--- config.mk ---
export PLATFORM = sky130hd
export DESIGN_NAME = seg_page_sched
export DESIGN_NICKNAME = d
export VERILOG_FILES = /design/src/rtl/seg_page_sched.sv
export SDC_FILE = /design/constraint.sdc
export NUM_CORES = 1
export LEC_CHECK = 0
export CAP_MARGIN = 10
export CORE_UTILIZATION = 50
export CTS_CLUSTER_DIAMETER = 150
export DETAILED_ROUTE_END_ITERATION = 12
export PLACE_DENSITY = 0.73
export SYNTH_ARGS = -nofsm -noshare
export SYNTH_HDL_FRONTEND = slang
export SYNTH_SLANG_ARGS = --single-unit
export TNS_END_PERCENT = 5
--- constraint.sdc ---
create_clock -name clk -period 4.4 [get_ports clk]
set_input_delay 0.44 -clock clk [delete_from_list [all_inputs] [get_ports clk]]
set_output_delay 0.44 -clock clk [all_outputs]
set_load 0.05 [all_outputs]
--- src/rtl/seg_page_sched.sv ---
// Display-page scheduler: debounces panel keys, shadows measurement results and
// swaps the 7-segment display word only on driver frame boundaries.
module seg_page_sched #(
  parameter int DEB_CYC    = 250000,
  parameter int ROT_FRAMES = 64
) (
  input  logic        clk,
  input  logic        rst,
  input  logic        key_sel,
  input  logic        key_mode,
  input  logic [31:0] val0,
  input  logic [31:0] val1,
  input  logic [31:0] val2,
  input  logic [31:0] val3,
  input  logic        val_vld,
  input  logic        frame_done,
  output logic [31:0] disp_word,
  output logic [7:0]  disp_blank,
  output logic [1:0]  page,
  output logic        auto_mode
);

  localparam int DW = (DEB_CYC > 1) ? $clog2(DEB_CYC) : 1;

  typedef enum logic {MANUAL = 1'b0, AUTO = 1'b1} mode_t;

  logic [1:0] key_raw;
  logic [1:0] press_p;
  logic       sel_p;
  logic       mode_p;

  assign key_raw = {key_mode, key_sel};
  assign sel_p   = press_p[0];
  assign mode_p  = press_p[1];

  // Per key: 2-flop synchronizer, stability counter, registered press pulse.
  genvar gi;
  generate
    for (gi = 0; gi < 2; gi++) begin : g_key
      logic          sync1_reg;
      logic          sync2_reg;
      logic          deb_reg;
      logic          press_reg;
      logic [DW-1:0] cnt_reg;

      always_ff @(posedge clk) begin
        if (rst) begin
          sync1_reg <= 1'b1;
          sync2_reg <= 1'b1;
          deb_reg   <= 1'b1;
          press_reg <= 1'b0;
          cnt_reg   <= '0;
        end else begin
          sync1_reg <= key_raw[gi];
          sync2_reg <= sync1_reg;
          press_reg <= 1'b0;
          if (sync2_reg == deb_reg) begin
            cnt_reg <= '0;
          end else if (cnt_reg == DW'(DEB_CYC - 1)) begin
            deb_reg   <= sync2_reg;
            cnt_reg   <= '0;
            press_reg <= ~sync2_reg;
          end else begin
            cnt_reg <= cnt_reg + 1'b1;
          end
        end
      end

      assign press_p[gi] = press_reg;
    end
  endgenerate

  mode_t       state_reg, state_next;
  logic [1:0]  pg_reg, pg_next;
  logic [15:0] fc_reg, fc_next;

  // Event priority: mode toggle, then manual skip, then timed rotation.
  always_comb begin
    state_next = state_reg;
    pg_next    = pg_reg;
    fc_next    = fc_reg;
    if (mode_p) begin
      state_next = (state_reg == MANUAL) ? AUTO : MANUAL;
      fc_next    = '0;
    end
    if (sel_p) begin
      pg_next = pg_reg + 2'd1;
      fc_next = '0;
    end else if (state_next == AUTO && frame_done) begin
      if (fc_next == 16'(ROT_FRAMES - 1)) begin
        pg_next = pg_reg + 2'd1;
        fc_next = '0;
      end else begin
        fc_next = fc_next + 16'd1;
      end
    end
  end

  logic [31:0] shadow_reg [4];
  logic [31:0] val_arr    [4];
  logic [31:0] word_next;
  logic [7:0]  blank_next;
  logic [31:0] word_reg;
  logic [7:0]  blank_reg;
  logic [1:0]  page_reg;

  assign val_arr[0] = val0;
  assign val_arr[1] = val1;
  assign val_arr[2] = val2;
  assign val_arr[3] = val3;

  // A result arriving on the frame boundary itself bypasses the shadow.
  assign word_next = val_vld ? val_arr[pg_next] : shadow_reg[pg_next];

  assign blank_next[0] = 1'b0;
  generate
    for (gi = 1; gi < 8; gi++) begin : g_blank
      assign blank_next[gi] = (word_next[31:4*gi] == '0);
    end
  endgenerate

  always_ff @(posedge clk) begin
    if (rst) begin
      state_reg <= MANUAL;
      pg_reg    <= '0;
      fc_reg    <= '0;
      word_reg  <= '0;
      blank_reg <= 8'hFE;
      page_reg  <= '0;
      for (int k = 0; k < 4; k++) shadow_reg[k] <= '0;
    end else begin
      state_reg <= state_next;
      pg_reg    <= pg_next;
      fc_reg    <= fc_next;
      if (val_vld) begin
        for (int k = 0; k < 4; k++) shadow_reg[k] <= val_arr[k];
      end
      if (frame_done) begin
        word_reg  <= word_next;
        blank_reg <= blank_next;
        page_reg  <= pg_next;
      end
    end
  end

  assign disp_word  = word_reg;
  assign disp_blank = blank_reg;
  assign page       = page_reg;
  assign auto_mode  = (state_reg == AUTO);

endmodule

==> impl_results.md, run 1 <==
* Die Span X at 168 um
* Static Leak at 6.04 nW
* H-tree Lvls at 1
* CP arrival at 4.43 ns
* Actual slew at the worst max-slew pin at roughly 0.85 ns
* Hold WS at roughly 0.33 ns
* Syn Inst Count at 1459
* Vias in the first global route at 11400
* Max Fclk at 255 MHz
* Post-synth cell types at 86
* Layout area overhead at 20.7%
* Routed Wire Length at between 40000 and 50000 um
* Row Count at 60
* Total Power at about 5.6 mW
* TNS Setup at 0 ns
* Final worst path period share at 0.892
* Antenna Cells at 0
* Final ANT Viol Nets at 0
* # IOs at around 180
* Vias at 12300
* Clock Latency Late Sink at 0.56 ns
* Synth area leaders: edfxtp_1 (28%), dfxtp_1 (15%), and2_1 (5.3%), nor2_1 (3.6%), mux2i_1 (3.5%)
* Pin count of the biggest net entering global routing at 83
* Post-Place Cells at 1889
* DRC viols at 0
* Top-count cell post-synth: nor2_1
* Crit-path max FO at 17
* Clock Skew at 0.0126 ns
* Hpwl dp at 27600 um
* Total Routing Usage GR at 0.283
* Seq/Total Area, Yosys at 0.428
* IO buf count at between 150 and 200
* Worst Hold Class: primary input to flip-flop
* DR WL/cell at about 21 um
* GR Overflow Total at 0
* Setup slack after layout at 0.474 ns
* Largest area contributor in the netlist: edfxtp_1
* Final hold vios at 0
* Syn nets at around 1600
* First-pass GRT wire length at 63700 um
* Clock buffer depth at 3
* Max Slew Vio Count at 0
* Clock root buffer: clkbuf_16
* Commonest cells in the netlist: nor2_1 (131), edfxtp_1 (128), and2_1 (117), dfxtp_1 (104), nand2_1 (102)
* Crit path kind: flip-flop to flip-flop
* Cell Pwr Density at 333 nW/um^2
* Worst-path clk slew at 0.06 ns
* Post-CTS setup buffer count at 0
* CTS resizes at 0
* Post-route design area at 16700 um^2
* CTS Buf Count at 27
* Final setup violation count at 0
* Initial antenna violation count at 0
* CTS tree: yes
* Clock sinks at roughly 230
* Worst setup EP type: flip-flop
* Post-synth top flop: edfxtp_1
* Post-synth EDFFs at about 130
* DP Area at 15700 um^2
* Slew headroom at 0.419
* Ys Warns at 0
* Share of layout cells above drive strength 1 at 0.101
* Setup repair after global routing missed its margin: no
* Area share of the largest cell type after synthesis at 0.278
* Crit path launch type: flip-flop
* Worst Path Required at 4.90 ns
* Max reg flops at 128
* Async SR Flop Fraction at 0
* Syn_area_per_cell at about 9.5 um^2
* Outcome: finished, final reports clean
* Seq cells post-synth at 232
* Initial drt markers at 1697
* # Max-Cap Violations at 0
* Setup WS pre-CTS at between 0.4 and 0.5 ns
* Die height at 168 um
* Fin cells at 1939
* Die area at 28300 um^2
* Routability cong. at 0.940
* Final core occ at 0.618
* Router iterations before antenna repair at 9
* Vias per cell at 6.36
* Synth Cell Area at 13800 um^2
* Core Region at 27000 um^2
* Tmin final at 3.93 ns
* Final net count at 1714
* Starting Density at 0.512
* Max VDD drop at slightly below 0.3 mV
* Hold-fix buffers, CTS at 0
-- cell families (layout without fill, tap and decap cells) --
family	count (synthesis)	after routing	synth area share
simple gates	624	624	0.238
compound gates	309	309	0.169
flops	232	232	0.428
buf+inv	153	292	0.0520
mux	89	89	0.0779
xor+xnor	48	48	0.0309
fa+ha+maj	3	3	0.00271
other cells	1	1	0.000271
-- layout by cell type (no fill, tap or decap), types with 35 or more instances in the layout --
cell,synthesis,layout
nor2_1,131,130
a211oi_1,35,35
mux2i_1,48,48
edfxtp_1,128,128
a21oi_1,48,48
clkdlybuf4s50_1,0,173
nand3_1,78,78
and2_1,117,117
nand2_1,102,102
dfxtp_1,104,102
buf_4,12,36
and3_1,39,39
-- worst max-delay path, stage by stage (launching register included) --
cell       delay [ns]
dfxtp_1          0.36
nand2b_1         0.22
inv_1            0.08
ha_1             0.18
and4_1           0.36
buf_4            0.24
a21oi_1          0.16
a22oi_1          0.29
nand2_2          0.30
a221o_1          0.43
o22a_1           0.22
nand4bb_1        0.41
nor3_2           0.41
a31o_1           0.19
-- final timing paths --
kind	start	to	slack (ns)	cells after the start
worst min-delay path	rst	page[0]	0.33	2
worst max register to register	g_key[1].press_reg	disp_blank[1]	0.47	13
worst min register to register	g_key[0].sync1_reg	g_key[0].sync2_reg	0.41	1
worst max-delay path	g_key[1].press_reg	disp_blank[1]	0.47	13
-- where the power goes --
| group | internal (mW) | switching [mW] | leakage, nW |
|---|---|---|---|
| combinational | 0.297 | 0.371 | 3.34 |
| sequential | 2.42 | 0.0752 | 2.23 |
| clock | 1.45 | 0.954 | 0.469 |
-- routing by layer --
metal / wire [um] / part of all wire / global-route usage
met5: 0 / 0 / 0
met3: 3610 / 0.088 / 0.0496
met1: 17700 / 0.43 / 0.400
met4: 991 / 0.024 / 0.0787
met2: 18700 / 0.46 / 0.443
-- area by class of cell --
class,instances,area (um^2)
fill,2296,10300
multi-input combinational,1074,7200
sequential,232,5930
timing repair buffer,214,2070
clock buffer,34,785
tap,341,427
clock inverter,16,179
inverter,28,105
Power figures use the tool's default switching activity.
==> run 2, diff against run 1 <==
--- a/config.mk
+++ b/config.mk
@@ -6,10 +6,9 @@
 export NUM_CORES = 1
 export LEC_CHECK = 0
 export CAP_MARGIN = 10
-export CORE_UTILIZATION = 50
+export CORE_UTILIZATION = 29
 export CTS_CLUSTER_DIAMETER = 150
 export DETAILED_ROUTE_END_ITERATION = 12
-export PLACE_DENSITY = 0.73
 export SYNTH_ARGS = -nofsm -noshare
 export SYNTH_HDL_FRONTEND = slang
 export SYNTH_SLANG_ARGS = --single-unit
==> run 2 against run 1 <==
Net effect: the flow now finishes with violations (design-rule violations); highest routed layer unchanged; sequential cell count is the same; sequential share of layout area decreased by 0.72 points; critical endpoint is now disp_blank[3]; critical path depth rose by 1; final area grew 2.1%; sequential power hardly changed; clock skew is 0.0052 ns higher; via count is 0.37% higher; register-to-register slack improved by 0.04 ns; worst hold slack worse by 0.075 ns; count of clock-buffer cells in the layout up 6; fmax up 1.1%.
==> impl_results.md, run 2 (synthesized netlist as in run 1, its figures left out) <==
* Outcome: complete, but fails checks
* Failing checks: design-rule violations
* Worst Hold Class: primary input to flip-flop
* Slowest stage delay, CP at 0.45 ns (+0.02 ns)
* Final ANT Viol Nets at 0 (unchanged)
* TNS Setup at 0 ns (unchanged)
* Die Span X at 220 um (+31%)
* DR WL/cell at 21.2 um (+0.42%)
* First-pass GRT wire length at 70900 um (+11%)
* Final worst path period share at 0.883 (-0.00946)
* Total Routing Usage GR at 0.189 (-0.0931)
* Clock Skew at 0.0178 ns (+0.00518 ns)
* Met3 WL post-DR at 3980 um (+10%)
* DP Area at 16100 um^2 (+2.4%)
* Core Region at 46800 um^2 (+73%)
* Actual slew at the worst max-slew pin at 1.17 ns (+0.327 ns)
* Worst path cell trace: buf_4 > nor2b_1 > ha_1 > and4_1 > buf_4 > nand2_2 > o21ai_4 > buf_12 > mux2i_1 > o22ai_1 > o32ai_1 > nand4_1 > nor3_2 > a221o_1
* Max Fclk at 257 MHz (+1.1%)
* Max VDD drop at 0.251 mV (-14%)
* Hold-fix buffers, CTS at 0 (unchanged)
* Initial drt markers at 1411 (-17%)
* Routed Wire Length at 47000 um (+15%)
* Routability cong. at 0.901 (-4.1%)
* Vias in the first global route at 11700 (+3.2%)
* # Max-Cap Violations at 0 (unchanged)
* Pin count of the biggest net entering global routing at 83 (unchanged)
* DR top layer: met4
* Post-CTS setup buffer count at 0 (unchanged)
* Cell Pwr Density at 325 nW/um^2 (-2.3%)
* CTS Buf Count at 28 (+3.7%)
* Setup slack after layout at 0.516 ns (+0.0416 ns)
* GR Overflow Total at 0 (unchanged)
* Crit path launch type: flip-flop
* Max reg flops at 128 (unchanged)
* Row Count at 79 (+32%)
* Die area at 48600 um^2 (+71%)
* CP arrival at 4.40 ns (-0.03 ns)
* Hpwl dp at 32400 um (+17%)
* Worst-path clk slew at 0.06 ns (about the same)
* CTS resizes at 0 (unchanged)
* Met2 WL at 21600 um (+15%)
* Worst Path Required at 4.92 ns (+0.02 ns)
* Crit-path leading delay family: simple AND/OR/NAND/NOR gates
* Crit path kind: flip-flop to flip-flop
* Clock root buffer: clkbuf_16
* Static Leak at 6.06 nW (+0.36%)
* Buf+Inv Stages, Crit Path at 3 (+1)
* Worst setup EP type: flip-flop
* Layout area overhead at 23.2%
* Max Slew Vio Count at 0 (unchanged)
* Clock buffer depth at 3 (unchanged)
* Clock power frac at 0.424 (-0.007)
* Final setup violation count at 0 (unchanged)
* Most common cell after layout, fill and taps aside: clkdlybuf4s50_1
* Final net count at 1722 (+0.47%)
* Sw Share at 0.260 (+0.00882)
* Clock Latency Late Sink at 0.58 ns (+0.02 ns)
* Setup WS pre-CTS at 0.458 ns (-0.0106 ns)
* Reported net switching power at 1.44 mW (+3.2%)
* Router iterations before antenna repair at 9 (unchanged)
* Slew headroom at 0.213 (-0.206)
* Internal Power at 4.10 mW (-1.5%)
* Crit-path max FO at 82 (+65)
* Vias per cell at 5.59 (-12%)
* CP max-delay cell: o32ai_1
* IO buf count at 175 (unchanged)
* Setup repair after global routing missed its margin: no
* FF/Latch Area at 5930 um^2 (unchanged)
* DRC viols at 7 (+7)
* Layout filler cell count at 4657 (+100%)
* CTS tree: yes
* H-tree Lvls at 1 (unchanged)
* Share of layout cells above drive strength 1 at 0.103 (+0.00255)
* Die height at 220 um (+31%)
* Comb power frac at 0.125 (+0.005)
* Vias at 12400 (+0.37%)
* CP most frequent cell: buf_4
* # IOs at 177 (unchanged)
* Area of the multi-input gates at 7200 um^2 (unchanged)
* Flop pwr share at 0.451 (+0.002)
* Clock sinks at 232 (unchanged)
* Initial antenna violation count at 1 (+1)
* Tmin final at 3.88 ns (-0.0416 ns)
* Final hold vios at 0 (unchanged)
* Starting Density at 0.296 (-0.216)
* Most frequent cells in the layout: clkdlybuf4s50_1 (173), nor2_1 (130), edfxtp_1 (128)
* Wl on met1 at 20100 um (+14%)
* Post-route design area at 17000 um^2 (+2.1%)
run 2: cell types whose count changed in the layout (fill, tap and decap cells not counted), moves of 2 or more:
| cell | previous run | this run |
|---|---|---|
| buf_4 | 36 | 43 |
| clkbuf_1 | 1 | 7 |
| clkinv_1 | 3 | 1 |
| clkinv_2 | 4 | 6 |
| clkinvlp_4 | 3 | 0 |
run 2: metrics by stage:
step,std cells,util,hold slack (ns),power [mW]
floorplan,1459,-,0.389,2.88
global placement,2162,0.345,0.402,3.23
detailed placement,2162,0.345,0.401,3.23
CTS,2214,0.364,0.242,5.58
global route,2215,0.364,0.273,5.71
finish,2215,0.364,0.253,5.55
run 2: layout make-up:
type,count,share of cell area
Tap cell,607,0.0446
Sequential cell,232,0.348
Timing Repair Buffer,221,0.125
Multi-Input combinational cell,1074,0.422
Clock buffer,40,0.0467
Inverter,28,0.00617
Clock inverter,12,0.00734
Antenna cell,1,0.000147
run 2: worst paths after layout:
path | start | end | slack [ns] | cells after the start
worst min-delay path | rst | disp_word[29] | 0.25 | 2
worst min register to register | g_key[0].sync1_reg | g_key[0].sync2_reg | 0.41 | 1
worst max-delay path | g_key[1].press_reg | disp_blank[3] | 0.52 | 14
worst max register to register | g_key[1].press_reg | disp_blank[3] | 0.52 | 14
run 2: power groups by stage:
stage | Clock (mW) | Sequential (mW) | Combinational, mW
detailed placement | 0 | 2.54 | 0.689
finish | 2.35 | 2.50 | 0.694
global placement | 0 | 2.54 | 0.685
CTS | 2.39 | 2.50 | 0.692
floorplan | 0 | 2.60 | 0.276
global route | 2.46 | 2.51 | 0.741
run 2: worst register-to-register path: stages (launching register included):
cell     delay, ns
dfxtp_1       0.31
buf_4         0.18
nor2b_1       0.17
ha_1          0.21
and4_1        0.26
buf_4         0.23
nand2_2       0.20
o21ai_4       0.24
buf_12        0.35
mux2i_1       0.33
o22ai_1       0.10
o32ai_1       0.45
nand4_1       0.29
nor3_2        0.32
a221o_1       0.19
run 2: routing by layer:
metal	vias up	global-route usage
met5	-	0
li1	5707	-
met2	591	0.301
met1	5994	0.261
met4	0	0.0552
met3	87	0.0340
